[config.mk]
export PLATFORM = sky130hd
export DESIGN_NAME = panel_step_repeater
export DESIGN_NICKNAME = d
export VERILOG_FILES = /design/src/rtl/panel_pkg.sv /design/src/rtl/panel_debounce.sv /design/src/rtl/panel_step_repeater.sv
export SDC_FILE = /design/constraint.sdc
export NUM_CORES = 1
export LEC_CHECK = 0
export BUFFER_PORTS_ARGS = -buffer_cell sky130_fd_sc_hd__buf_2
export CAP_MARGIN = 20
export CORE_MARGIN = 1.5
export CORE_UTILIZATION = 50
export CTS_BUF_LIST = sky130_fd_sc_hd__clkbuf_4
export CTS_CLUSTER_DIAMETER = 200
export CTS_CLUSTER_SIZE = 16
export DETAILED_ROUTE_END_ITERATION = 10
export PLACE_DENSITY = 0.66
export SLEW_MARGIN = 30
export SYNTH_ARGS = -nofsm -noshare
export SYNTH_HDL_FRONTEND = slang
export SYNTH_SLANG_ARGS = --single-unit
[constraint.sdc]
create_clock -name clk -period 3.9 [get_ports clk]
set_input_delay 0.78 -clock clk [delete_from_list [all_inputs] [get_ports clk]]
set_output_delay 0.78 -clock clk [all_outputs]
set_load 0.005 [all_outputs]
[src/rtl/panel_pkg.sv]
// Shared definitions for the front-panel switch conditioners (STEP, RUN, STOP, DEPOSIT).
// Holds the step/repeat state type and the default timing constants.
package panel_pkg;

    typedef enum logic [1:0] {
        LOCKOUT = 2'd0,
        IDLE    = 2'd1,
        HOLD    = 2'd2,
        REPEAT  = 2'd3
    } step_state_e;

    localparam int DEF_DEBOUNCE_CYCLES = 16;
    localparam int DEF_HOLD_CYCLES     = 1000;
    localparam int DEF_REPEAT_CYCLES   = 200;
    localparam int DEF_CW              = 16;

    localparam int SYNC_STAGES = 2;
    // Released-and-settled cycles needed to leave LOCKOUT. One more than the
    // synchroniser depth, so the reset value still sitting in the synchroniser
    // cannot masquerade as a release.
    localparam int LOCKOUT_QUIET_CYCLES = SYNC_STAGES + 1;

endpackage

[src/rtl/panel_debounce.sv]
// Two-flop synchroniser plus debounce counter for one active-low panel switch.
// pressed changes on the edge that completes DEBOUNCE_CYCLES stable differing samples.
module panel_debounce
    import panel_pkg::*;
#(
    parameter int DEBOUNCE_CYCLES = DEF_DEBOUNCE_CYCLES,
    parameter int CW              = DEF_CW
) (
    input  logic clk,
    input  logic nreset,
    input  logic i_nsw,
    output logic o_pressed,
    output logic o_quiet
);

    localparam logic [CW-1:0] CNT_LAST = CW'(DEBOUNCE_CYCLES - 1);

    logic          r_sync1;
    logic          r_sn;
    logic          r_pressed;
    logic [CW-1:0] r_cnt;
    logic          w_differs;

    always_ff @(posedge clk or negedge nreset) begin
        if (!nreset) begin
            r_sync1 <= 1'b1;
            r_sn    <= 1'b1;
        end else begin
            r_sync1 <= i_nsw;
            r_sn    <= r_sync1;
        end
    end

    // The debounced level is stored inverted as r_pressed, so acceptance and the
    // pressed output land on the same edge. Level = ~r_pressed.
    assign w_differs = (r_sn == r_pressed);

    always_ff @(posedge clk or negedge nreset) begin
        if (!nreset) begin
            r_cnt     <= '0;
            r_pressed <= 1'b0;
        end else if (!w_differs) begin
            r_cnt <= '0;
        end else if (r_cnt == CNT_LAST) begin
            r_cnt     <= '0;
            r_pressed <= ~r_sn;
        end else begin
            r_cnt <= r_cnt + CW'(1);
        end
    end

    assign o_pressed = r_pressed;
    assign o_quiet   = r_sn & ~r_pressed;

endmodule

[src/rtl/panel_step_repeater.sv]
// STEP switch conditioner: debounced press gives one active-low pulse, holding repeats.
// Press to pulse = 2 + DEBOUNCE_CYCLES + 1 cycles; then HOLD_CYCLES, then every REPEAT_CYCLES.
module panel_step_repeater
    import panel_pkg::*;
#(
    parameter int DEBOUNCE_CYCLES = DEF_DEBOUNCE_CYCLES,
    parameter int HOLD_CYCLES     = DEF_HOLD_CYCLES,
    parameter int REPEAT_CYCLES   = DEF_REPEAT_CYCLES,
    parameter int CW              = DEF_CW
) (
    input  logic clk,
    input  logic nreset,
    input  logic nstep_sw,
    input  logic enable,
    output logic nstep_pulse,
    output logic pressed,
    output logic repeating
);

    localparam logic [CW-1:0] HOLD_LOAD  = CW'(HOLD_CYCLES);
    localparam logic [CW-1:0] REP_LOAD   = CW'(REPEAT_CYCLES);
    localparam logic [CW-1:0] QUIET_LAST = CW'(LOCKOUT_QUIET_CYCLES - 1);

    step_state_e   r_state;
    step_state_e   w_state_nxt;
    logic [CW-1:0] r_tmr;
    logic [CW-1:0] w_tmr_nxt;
    logic [CW-1:0] w_tmr_dec;
    logic          w_pressed;
    logic          w_quiet;
    logic          w_fire;
    logic          r_pulse_n;
    logic          r_repeating;

    panel_debounce #(
        .DEBOUNCE_CYCLES(DEBOUNCE_CYCLES),
        .CW             (CW)
    ) u_debounce (
        .clk      (clk),
        .nreset   (nreset),
        .i_nsw    (nstep_sw),
        .o_pressed(w_pressed),
        .o_quiet  (w_quiet)
    );

    assign w_tmr_dec = r_tmr - CW'(1);

    always_comb begin
        w_state_nxt = r_state;
        w_tmr_nxt   = r_tmr;
        w_fire      = 1'b0;
        case (r_state)
            // The timer doubles as the quiet-cycle counter while locked out.
            LOCKOUT: begin
                if (!w_quiet) begin
                    w_tmr_nxt = '0;
                end else if (r_tmr == QUIET_LAST) begin
                    w_tmr_nxt   = '0;
                    w_state_nxt = IDLE;
                end else begin
                    w_tmr_nxt = r_tmr + CW'(1);
                end
            end
            IDLE: begin
                if (w_pressed) begin
                    w_fire      = 1'b1;
                    w_tmr_nxt   = HOLD_LOAD;
                    w_state_nxt = HOLD;
                end
            end
            HOLD, REPEAT: begin
                if (!w_pressed) begin
                    w_tmr_nxt   = '0;
                    w_state_nxt = IDLE;
                end else if (w_tmr_dec == '0) begin
                    w_fire      = 1'b1;
                    w_tmr_nxt   = REP_LOAD;
                    w_state_nxt = REPEAT;
                end else begin
                    w_tmr_nxt = w_tmr_dec;
                end
            end
            default: begin
                w_state_nxt = LOCKOUT;
            end
        endcase
    end

    always_ff @(posedge clk or negedge nreset) begin
        if (!nreset) begin
            r_state     <= LOCKOUT;
            r_tmr       <= '0;
            r_pulse_n   <= 1'b1;
            r_repeating <= 1'b0;
        end else begin
            r_state     <= w_state_nxt;
            r_tmr       <= w_tmr_nxt;
            r_pulse_n   <= ~(w_fire & enable);
            r_repeating <= (w_state_nxt == REPEAT);
        end
    end

    assign nstep_pulse = r_pulse_n;
    assign pressed     = w_pressed;
    assign repeating   = r_repeating;

endmodule

# After elaboration in Yosys (flattened, before gate mapping)
# Cells that the tools add are included.
# op_classes
addsub	3
n_eq_ne	8
muxes	18
bitwise_logic	5
n_reduce_logical	4
# op_table
cell	n
16-bit two-way mux	7
16-bit case mux with 3 select lines	1
16-bit by 1-bit adder with 16-bit output, second input constant	2
16-bit by 2-bit equality test with 1-bit output, second input constant	1
16-bit by 4-bit equality test with 1-bit output, second input constant	1
16-bit logical NOT	1
16-bit by 1-bit subtractor with 16-bit output, second input constant	1
2-bit two-way mux	5
2-bit equality test, second input constant	3
2-bit case mux with 3 select lines	1
1-bit two-way mux	3
1-bit inverter	3
1-bit bitwise AND	2
2-bit by 1-bit equality test with 1-bit output, second input constant	1
2-bit logical NOT	1
2-bit by 1-bit inequality test with 1-bit output, second input constant	1
1-bit case mux with 2 select lines	1
2-bit AND reduction	1
2-bit OR reduction	1
1-bit equality test	1
# totals
reg_bits	39
input_bits	4
output_inout_bits	3
word_cells	46

# Logic depth before layout (Yosys ltp)
# Gate-level depths: netlist of run 1.
# depth
depth_word	7
depth_mapped	10

# Modules after synthesis
# A second synthesis of run 1 with hierarchy kept.
# unflattened
hier_cells	299
area_unflattened_um2	2692.6
# by_module_without_submodules
mod	instances	cells_per_inst	area_each_um2
panel_step_repeater	1	213	1808.0
panel_debounce	1	86	884.6

# Least setup slack after synthesis of run 1
# OpenSTA, ideal clock, no wires.
# synth_timing
path_type	register to register
startpoint	reg r_tmr[0]
endpoint	reg r_tmr[2]
arrival_time_ps	2719
required_ps	3773
setup_slack_ps	1054
stages_incl_launch_ff	11
cell_sequence	dfrtp_1 clkbuf_1 inv_1 ha_1 or4b_2 nor4_1 o311ai_1 or4_1 buf_4 a311oi_2 a21oi_1
# synth_via
elab_chain_len	5
# synth_rtl
item	line_no	rtl
from (decl)	panel_step_repeater.sv:26	logic [CW-1:0] r_tmr;
from (signal assigned)	panel_step_repeater.sv:97	r_tmr <= w_tmr_nxt;
16-bit by 1-bit subtractor with 16-bit output	panel_step_repeater.sv:46	assign w_tmr_dec = r_tmr - CW'(1);
16-bit logical NOT	panel_step_repeater.sv:75	end else if (w_tmr_dec == '0) begin
16-bit two-way mux	panel_step_repeater.sv:75	
16-bit two-way mux	panel_step_repeater.sv:72	if (!w_pressed) begin
16-bit case mux with 3 select lines *	panel_step_repeater.sv:52	case (r_state)
# Every way passes the cells marked *; elsewhere a longest branch is shown, timed or not.
# A chain may end at the register's enable or synchronous reset.

# Worst setup path in the final report of run 1
# Same ends and word-level chain as after synthesis.

==> metrics.md, run 1 <==
| Metric | Value |
|---|---|
| Routing usage on met2 | 0.3879 |
| Clk Latency, worst-skew pair | 350 ps |
| Via-to-Cell Ratio | 6.193 |
| Share of layout cells above drive strength 1 | 0.1115 |
| Global-route layer with the greatest usage | met2 |
| Pre-Repair DR Iteration Count | 4 |
| Postcts setup bufs | 0 |
| Relative slew slack | 0.4206 |
| Pins Over Slew Limit | 0 |
| Crit path from | r_tmr[0]$_DFFE_PN0P_ |
| Least-Margin Pin Slew | 861.2 ps |
| Grt met3 use | 0.04252 |
| Worst setup margin | 821.3 ps |
| Routability cong. | 0.9349 |
| Initial drt markers | 282 |
| Place WS | 899.4 ps |
| Die Y | 73.91 um |
| Worst Hold Launch | u_debounce.r_sync1$_DFF_PN1_ |
| DPL Wire Length | 4271 um |
| Clock transition at the registers of the reported paths | 130 ps |
| Crit Path Category | reg -> reg |
| Syn_nets | 306 |
| Cts hold-fix bufs | 0 |
| Die X | 73.91 um |
| Congestion Overflow GR | 0 |
| Peak Freq | 324.8 MHz |
| Initial antenna violation count | 0 |
| Pwr Density | 546.4 nW/um2 |
| Clock sink total | 39 |
| Most frequent cell after synthesis | dfrtp_1 |
| Crit path DAT | 3320 ps |
| HP Class | reg -> reg |
| CP max-delay cell | or4b_2 |
| Met1 GRT Util | 0.3293 |
| Cell Chain, Critical Path | inv_1, ha_1, or4b_2, nor4_1, o311ai_1, or4_1, a311oi_2, a21oi_1 |
| Vias in the first global route | 2,055 |
| Placed cell areas | 2569 um2 |
| Root buf cell | clkbuf_4 |
| Worst path required time | 4140 ps |
| Final wirelength | 6109 um |
| Final hold vios | 0 |
| Clk_skew | 5.150 ps |
| PortBufs | 6 |
| Syn avg cell area | 8.492 um2 |
| Layout Nets | 305 |
| Post-synth top area cell | dfrtp_1 |
| Layout area overhead | 5.625% |
| Clock buffer depth | 2 |
| CP max stage delay | 680 ps |
| Fraction of registers with async set/reset | 1.000 |
| Final Cycle Share | 0.7894 |
| Total of max-cap violations | 0 |
| CTS buffer count | 5 |
| # setup viols final | 0 |
| Fin crit period | 3079 ps |
| Top Ports | 7 |
| Most used DFF post-synth | dfrtp_1 |
| Synth unique cells | 52 |
| Mapped Cells | 296 |
| Reg2reg start | r_tmr[0]$_DFFE_PN0P_ |
| Top cells by area, synth | dfrtp_1 (36%), nor2_1 (5.1%), xnor2_1 (3.8%), a21oi_1 (3.6%), o21ai_0 (3.6%) |
| Gates resized, CTS repair | 0 |
| Vias | 2,248 |
| Largest net degree at the start of global routing | 40 |
| Ant. Diodes | 0 |
| Initial Util | 0.5252 |
| Max IR drop VDD | 0.2385 mV |
| Yosys warns | 0 |
| Post-Synthesis Cell Area | 2514 um2 |
| Synth top area share | 0.3584 |
| Util after Layout | 0.5548 |
| Setup TNS | 0 ps |
| First-pass GRT wire length | 10,100 um |
| Critical Path End Type | register |
| Num rows | 25 |
| Post-route DRC | 0 |
| Element type at the critical path start | register |
| Core area | 4786 um2 |
| CTS tree | done |
| Avg WL per Cell | 16.83 um |
| Leak | 1.112 nW |
| Die area | 5462 um2 |
| Maximum fanout along the worst path | 12 |
| Number of synthesized register bits | 39 |
| EDFF count, synth | 0 |
| Register area share after synthesis | 0.3897 |
| Routed Antenna Nets | 0 |
| Fin area | 2655 um2 |
| Top post-synthesis cells by count | dfrtp_1 (36), nor2_1 (34), nand2_1 (23) |
| Htree depth | 2 |
| Total track usage | 0.2425 |
| RSZ-0062 raised after global routing | false |
| Status | finished clean |
## cell type report
class,count,area [um2]
clock buffers,5,37.54
inverters,14,52.55
flip-flops and latches,39,979.7
multi-input cells,224,1388
repair buffers,11,70.07
clock inverters,3,43.79
well taps,67,83.83
fillers,448,2131
## flip-flops by register name, indices dropped and copies added (netlist names)
name,count
repeating,1
r_state,2
nstep_pulse,1
u_debounce.o_pressed,1
u_debounce.r_cnt,16
u_debounce.r_sn,1
u_debounce.r_sync1,1
r_tmr,16
## path summary, 6_finish.rpt
| path | endpoint | slack, ps | cells past startpoint |
|---|---|---|---|
| max in group asynchronous | nstep_pulse$_DFF_PN1_ | 3150 | 1 |
| hold / removal | u_debounce.r_sn$_DFF_PN1_ | 370 | 0 |
| hold reg to reg | u_debounce.r_sn$_DFF_PN1_ | 370 | 0 |
| min in group asynchronous | r_tmr[10]$_DFFE_PN0P_ | 380 | 1 |
| setup reg to reg | r_tmr[2]$_DFFE_PN0P_ | 820 | 8 |
| setup / recovery | r_tmr[2]$_DFFE_PN0P_ | 820 | 8 |
## cell families (layout without fill, tap and decap cells)
logic type,count (synthesis),in the layout,synth area share
XOR/XNOR,20,20,0.06969
adder cells (fa/ha/maj),6,6,0.02986
buffers and inverters,33,33,0.05923
AND/OR/NAND/NOR,123,123,0.2499
flip-flops,39,39,0.3897
AO/OA/AOI/OAI,75,75,0.2016
## power by group
group	internal, mW	total, mW	switching, mW
Sequential	0.445	0.545	0.100
Clock	0.135	0.278	0.143
Combinational	0.246	0.628	0.382
Total	0.826	1.45	0.625
## routing by layer
layer,vias up,routed length [um]
met2,68,2961
li1,1080,-
met4,0,126
met3,15,310
met5,-,0
met1,1085,2711
## per-stage QoR
stage	hold WS [ps]	instances	power, mW
finish	365.7	363	1.451
global route	369.6	363	1.547
CTS	367.3	363	1.444
detailed placement	348.8	355	1.164
global placement	345.6	355	1.166
floorplan	345.2	296	1.011
## placed cells by master, fill, tap and decap left out, types with 2 or more instances in the layout
| cell | n |
|---|---|
| nor2_1 | 33 |
| a21boi_0 | 2 |
| clkbuf_4 | 5 |
| o21ai_1 | 3 |
| nand2_1 | 23 |
| nand3_1 | 13 |
| a32oi_1 | 4 |
| and4_1 | 2 |
| a41oi_1 | 2 |
| or2_2 | 3 |
| or3_1 | 2 |
| a21oi_1 | 18 |
| or4_1 | 3 |
| ha_1 | 6 |
| nor3_1 | 8 |
| buf_4 | 6 |
| nand4_1 | 5 |
| and3_1 | 10 |
| o22ai_1 | 2 |
| xor2_1 | 9 |
| a31oi_1 | 5 |
| inv_1 | 14 |
| dfstp_2 | 3 |
| nor4_1 | 12 |
| dfrtp_1 | 36 |
| a221oi_1 | 2 |
| o21ai_0 | 18 |
| o31ai_1 | 3 |
| xnor2_1 | 11 |
| buf_2 | 5 |
| nor3b_1 | 3 |
| a31o_1 | 2 |
| o31a_1 | 2 |
## worst max-delay path: cells and delay by family (launching register included)
kind | cells | cell delay, ps
AND/OR/NAND/NOR | 3 | 1510
flip-flops | 1 | 560
AO/OA/AOI/OAI | 3 | 540
adder cells (fa/ha/maj) | 1 | 270
buffers and inverters | 1 | 110
Power figures use the tool's default switching activity.
==> run 2: changes to the inputs <==
==> constraint.sdc (replaced) <==
create_clock -name clk -period 3 [get_ports clk]
set_input_delay 0.6 -clock clk [delete_from_list [all_inputs] [get_ports clk]]
set_output_delay 0.6 -clock clk [all_outputs]
set_load 0.005 [all_outputs]
==> run 2 against run 1 <==
Flip-flop and latch count unchanged. Cell area is 2.5% higher. Wire length rose by 1.5%. Sequential share of layout area decreased by 0.92 points. Power is 31% higher. Global-route usage about the same. Worst setup slack got worse by 640 ps. Clock power up 7.2%. Clock-buffer cell count unchanged. Critical path depth decreased by 1.
==> metrics.md, run 2 (same netlist as run 1, synthesis figures left out) <==
| Metric | Value |
|---|---|
| Status | finished clean |
| Top Ports | 7 |
| Crit path DAT | 3050 ps |
| Vias in the first global route | 2,109 |
| Via-to-Cell Ratio | 6.211 |
| Largest net degree at the start of global routing | 40 |
| Routed Antenna Nets | 0 |
| Die area | 5462 um2 |
| HP Class | in -> async |
| Routability cong. | 0.9621 |
| Crit Path Category | reg -> reg |
| Family with the most delay on the worst path | simple AND/OR/NAND/NOR gates |
| Avg WL per Cell | 16.54 um |
| Postcts setup bufs | 0 |
| Clock transition at the registers of the reported paths | 150 ps |
| Commonest non-fill, non-tap cell in the layout | dfrtp_1 |
| Clk_skew | 22.22 ps |
| Initial drt markers | 202 |
| Clock sink total | 39 |
| Reg2reg start | r_tmr[1]$_DFFE_PN0P_ |
| Relative slew slack | 0.4052 |
| Vias | 2,329 |
| Peak Freq | 354.4 MHz |
| Crit path from | r_tmr[1]$_DFFE_PN0P_ |
| CTS buffer count | 5 |
| Biggest regs | r_tmr x16, u_debounce.r_cnt x16, r_state x2 |
| Critical Path End Type | register |
| Total of max-cap violations | 0 |
| Util after Layout | 0.5689 |
| Total track usage | 0.2428 |
| Initial Util | 0.5252 |
| Leak | 1.156 nW |
| Pwr Density | 698.9 nW/um2 |
| CP max-delay cell | or4_1 |
| CTS tree | done |
| Initial antenna violation count | 0 |
| PortBufs | 6 |
| Placed cell areas | 2659 um2 |
| Setup TNS | 0 ps |
| Die X | 73.91 um |
| Root buf cell | clkbuf_4 |
| Max IR drop VDD | 0.3284 mV |
| Congestion Overflow GR | 0 |
| CP max stage delay | 760 ps |
| Fin area | 2723 um2 |
| Post-route non-filler standard cell count | 375 |
| Layout Nets | 317 |
| RSZ-0062 raised after global routing | false |
| Final hold vios | 0 |
| Maximum fanout along the worst path | 9 |
| Cts hold-fix bufs | 0 |
| Pins Over Slew Limit | 0 |
| Final Cycle Share | 0.9404 |
| Most frequent cells in the layout | dfrtp_1 (36), nor2_1 (34), nand2_1 (23) |
| First-pass GRT wire length | 10,180 um |
| Post-route DRC | 0 |
| Die Y | 73.91 um |
| Fin crit period | 2821 ps |
| Share of layout cells above drive strength 1 | 0.1429 |
| Num rows | 25 |
| Ant. Diodes | 0 |
| Element type at the critical path start | register |
| # setup viols final | 0 |
| CP bufs+invs | 1 |
| # placed instances | 367 |
| Clk Latency, worst-skew pair | 370 ps |
| Least-Margin Pin Slew | 884.1 ps |
| Final wirelength | 6202 um |
| Pre-Repair DR Iteration Count | 5 |
| Cell Chain, Critical Path | buf_4, or4_4, o41ai_2, nand4_1, or4_1, nand2_1, o221ai_1 |
| Worst path required time | 3230 ps |
| DPL Wire Length | 4396 um |
| Htree depth | 2 |
| Core area | 4786 um2 |
| Layout area overhead | 8.313% |
| Gates resized, CTS repair | 0 |
| Clock buffer depth | 2 |
## run 2: path summary, 6_finish.rpt
path	end	slack [ps]	depth (start not counted)
min in group clk	u_debounce.r_sync1$_DFF_PN1_	330	1
setup reg to reg	r_tmr[11]$_DFFE_PN0P_	180	7
hold / removal	r_tmr[4]$_DFFE_PN0P_	170	1
setup / recovery	r_tmr[11]$_DFFE_PN0P_	180	7
hold reg to reg	u_debounce.r_sn$_DFF_PN1_	360	0
max in group asynchronous	nstep_pulse$_DFF_PN1_	2440	1
## run 2: area by class of cell
type                            count  area (um2)
Fill cell                         442        2063
Multi-Input combinational cell    224        1385
Sequential cell                    39       979.7
Timing Repair Buffer               23       160.2
Tap cell                           67       83.83
Inverter                           14       52.55
Clock buffer                        5       37.54
Clock inverter                      3       23.77
## run 2: through the flow
stage	setup WS (ps)	power [mW]	hold slack [ps]
final	178.7	1.903	170.5
after global routing	9.332	2.028	211.9
after CTS	181.2	1.891	311.4
after detailed placement	206.9	1.587	347.6
after global placement	250.5	1.584	345.3
after floorplan	154.1	1.315	304.4
## run 2: routing by layer
layer,wire length (um),track usage,vias up
met3,368,0.04801,16
met4,130,0.09465,0
met2,2893,0.3849,96
li1,-,-,1102
met1,2809,0.3267,1115
met5,0,0,-
## run 2: report_power, final
part	leakage (nW)	total (mW)	switching (mW)	internal, mW
combinational	0.607	0.951	0.571	0.381
clock	0.0278	0.298	0.204	0.0940
sequential	0.521	0.653	0.0741	0.579
## run 2: worst register-to-register path, cell delays in order, from the launching register on
cell	delay, ps
dfrtp_1	430
buf_4	180
or4_4	520
o41ai_2	300
nand4_1	150
or4_1	760
nand2_1	210
o221ai_1	150
==> run 3: changes to the inputs <==
--- a/config.mk
+++ b/config.mk
@@ -7,6 +7,7 @@
 export LEC_CHECK = 0
 export BUFFER_PORTS_ARGS = -buffer_cell sky130_fd_sc_hd__buf_2
 export CAP_MARGIN = 20
+export CORE_ASPECT_RATIO = 0.7
 export CORE_MARGIN = 1.5
 export CORE_UTILIZATION = 50
 export CTS_BUF_LIST = sky130_fd_sc_hd__clkbuf_4
==> run 3 against run 2 <==
Power is 5.9% higher. Clock skew shrank 8.6 ps. Via count is 2.3% higher. Cell area up 1.7%.
==> metrics.md, run 3 (same netlist as run 1, synthesis figures left out) <==
| Metric | Value |
|---|---|
| Most frequent cells in the layout | dfrtp_1 (36), nor2_1 (34), nand2_1 (23), buf_4 (21) |
| Clock buffer depth | 2 |
| Element type at the critical path start | register |
| Clk_skew | 13.66 ps |
| RSZ-0062 raised after global routing | false |
| Post-route DRC | 0 |
| Layout Nets | 320 |
| Share of layout cells above drive strength 1 | 0.1511 |
| Pwr Density | 727.8 nW/um2 |
| Congestion Overflow GR | 0 |
| Pre-Repair DR Iteration Count | 5 |
| PortBufs | 6 |
| Cts hold-fix bufs | 0 |
| Final Power | 2.014 mW |
| Postcts setup bufs | 0 |
| Num rows | 21 |
| Placed cell areas | 2684 um2 |
| Least-Margin Pin Slew | 732.7 ps |
| Crit Path Category | reg -> reg |
| Die Y | 62.32 um |
| First-pass GRT wire length | 11,120 um |
| Layout area overhead | 10.10% |
| Die area | 5468 um2 |
| Critical Path End Type | register |
| Largest net degree at the start of global routing | 40 |
| Crit path DAT | 3090 ps |
| Clk Latency, worst-skew pair | 340 ps |
| Worst path required time | 3220 ps |
| Die X | 87.75 um |
| Biggest regs | r_tmr x16, u_debounce.r_cnt x16, r_state x2 |
| CTS buffer count | 5 |
| Setup TNS | 0 ps |
| Fin crit period | 2869 ps |
| Relative slew slack | 0.5070 |
| # setup viols final | 0 |
| Util after Layout | 0.5756 |
| Root buf cell | clkbuf_4 |
| Htree depth | 2 |
| Final hold vios | 0 |
| Peak Freq | 348.5 MHz |
| Leak | 1.188 nW |
| Via-to-Cell Ratio | 6.268 |
| Ant. Diodes | 0 |
| Fin area | 2768 um2 |
| Pins Over Slew Limit | 0 |
| Initial antenna violation count | 0 |
| Final wirelength | 6630 um |
| Total of max-cap violations | 0 |
| Register area | 979.7 um2 |
| Gates resized, CTS repair | 0 |
| Vias | 2,382 |
| HP Class | in -> async |
| Area occupied by multi-input gates | 1385 um2 |
| Commonest non-fill, non-tap cell in the layout | dfrtp_1 |
| Maximum fanout along the worst path | 10 |
| Core area | 4808 um2 |
| Fillers | 444 |
| Clock sink total | 39 |
| Status | finished clean |
| Top Ports | 7 |
| DPL Wire Length | 4776 um |
| Routed Antenna Nets | 0 |
| Avg WL per Cell | 17.45 um |
| Initial Util | 0.5228 |
| Final Cycle Share | 0.9565 |
| Max IR drop VDD | 0.3483 mV |
| Total track usage | 0.2615 |
| Routability cong. | 0.9787 |
| Clock transition at the registers of the reported paths | 140 ps |
| Initial drt markers | 312 |
| CTS tree | done |
| Vias in the first global route | 2,127 |
-- run 3: report_power, final --
part | switching [mW] | internal [mW]
Combinational | 0.600 | 0.399
Clock | 0.187 | 0.176
Sequential | 0.0735 | 0.579
-- run 3: critical path, cell delays in order (launching register included) --
cell,delay [ps]
dfrtp_1,410
buf_4,180
or4_4,530
o41ai_2,320
nand4_1,160
or4_1,750
nand2_1,240
o221ai_1,160
-- run 3: stage by stage --
step	worst slack, ps	instances	hold slack [ps]
finish	130.6	380	202.8
CTS	195.4	380	330.8
detailed placement	210.3	372	353.9
global route	31.17	380	215.3
global placement	217.7	372	346.0
floorplan	154.1	296	304.4
-- run 3: worst paths after layout --
path,from,endpoint,slack (ps),cells past startpoint
max,r_tmr[1]$_DFFE_PN0P_,r_tmr[11]$_DFFE_PN0P_,130,7
min,nreset,r_tmr[10]$_DFFE_PN0P_,200,1
max reg2reg,r_tmr[1]$_DFFE_PN0P_,r_tmr[11]$_DFFE_PN0P_,130,7
min reg2reg,u_debounce.r_sync1$_DFF_PN1_,u_debounce.r_sn$_DFF_PN1_,370,0
max in group asynchronous,nreset,u_debounce.r_sn$_DFF_PN1_,2430,1
min in group clk,nstep_sw,u_debounce.r_sync1$_DFF_PN1_,350,1
-- run 3: layout make-up --
class / count / area share
Multi-Input combinational cell: 224 / 0.5005
Sequential cell: 39 / 0.3540
Timing Repair Buffer: 26 / 0.06600
Tap cell: 69 / 0.03119
Inverter: 14 / 0.01899
Clock inverter: 3 / 0.01582
Clock buffer: 5 / 0.01356
-- run 3: routing by layer --
| layer | vias to the layer above | part of all wire | track usage |
|---|---|---|---|
| met2 | 126 | 0.37 | 0.3168 |
| met3 | 8 | 0.11 | 0.07846 |
| li1 | 1116 | - | - |
| met4 | 0 | 0.0069 | 0.04563 |
| met5 | - | 0 | 0 |
| met1 | 1132 | 0.51 | 0.4419 |
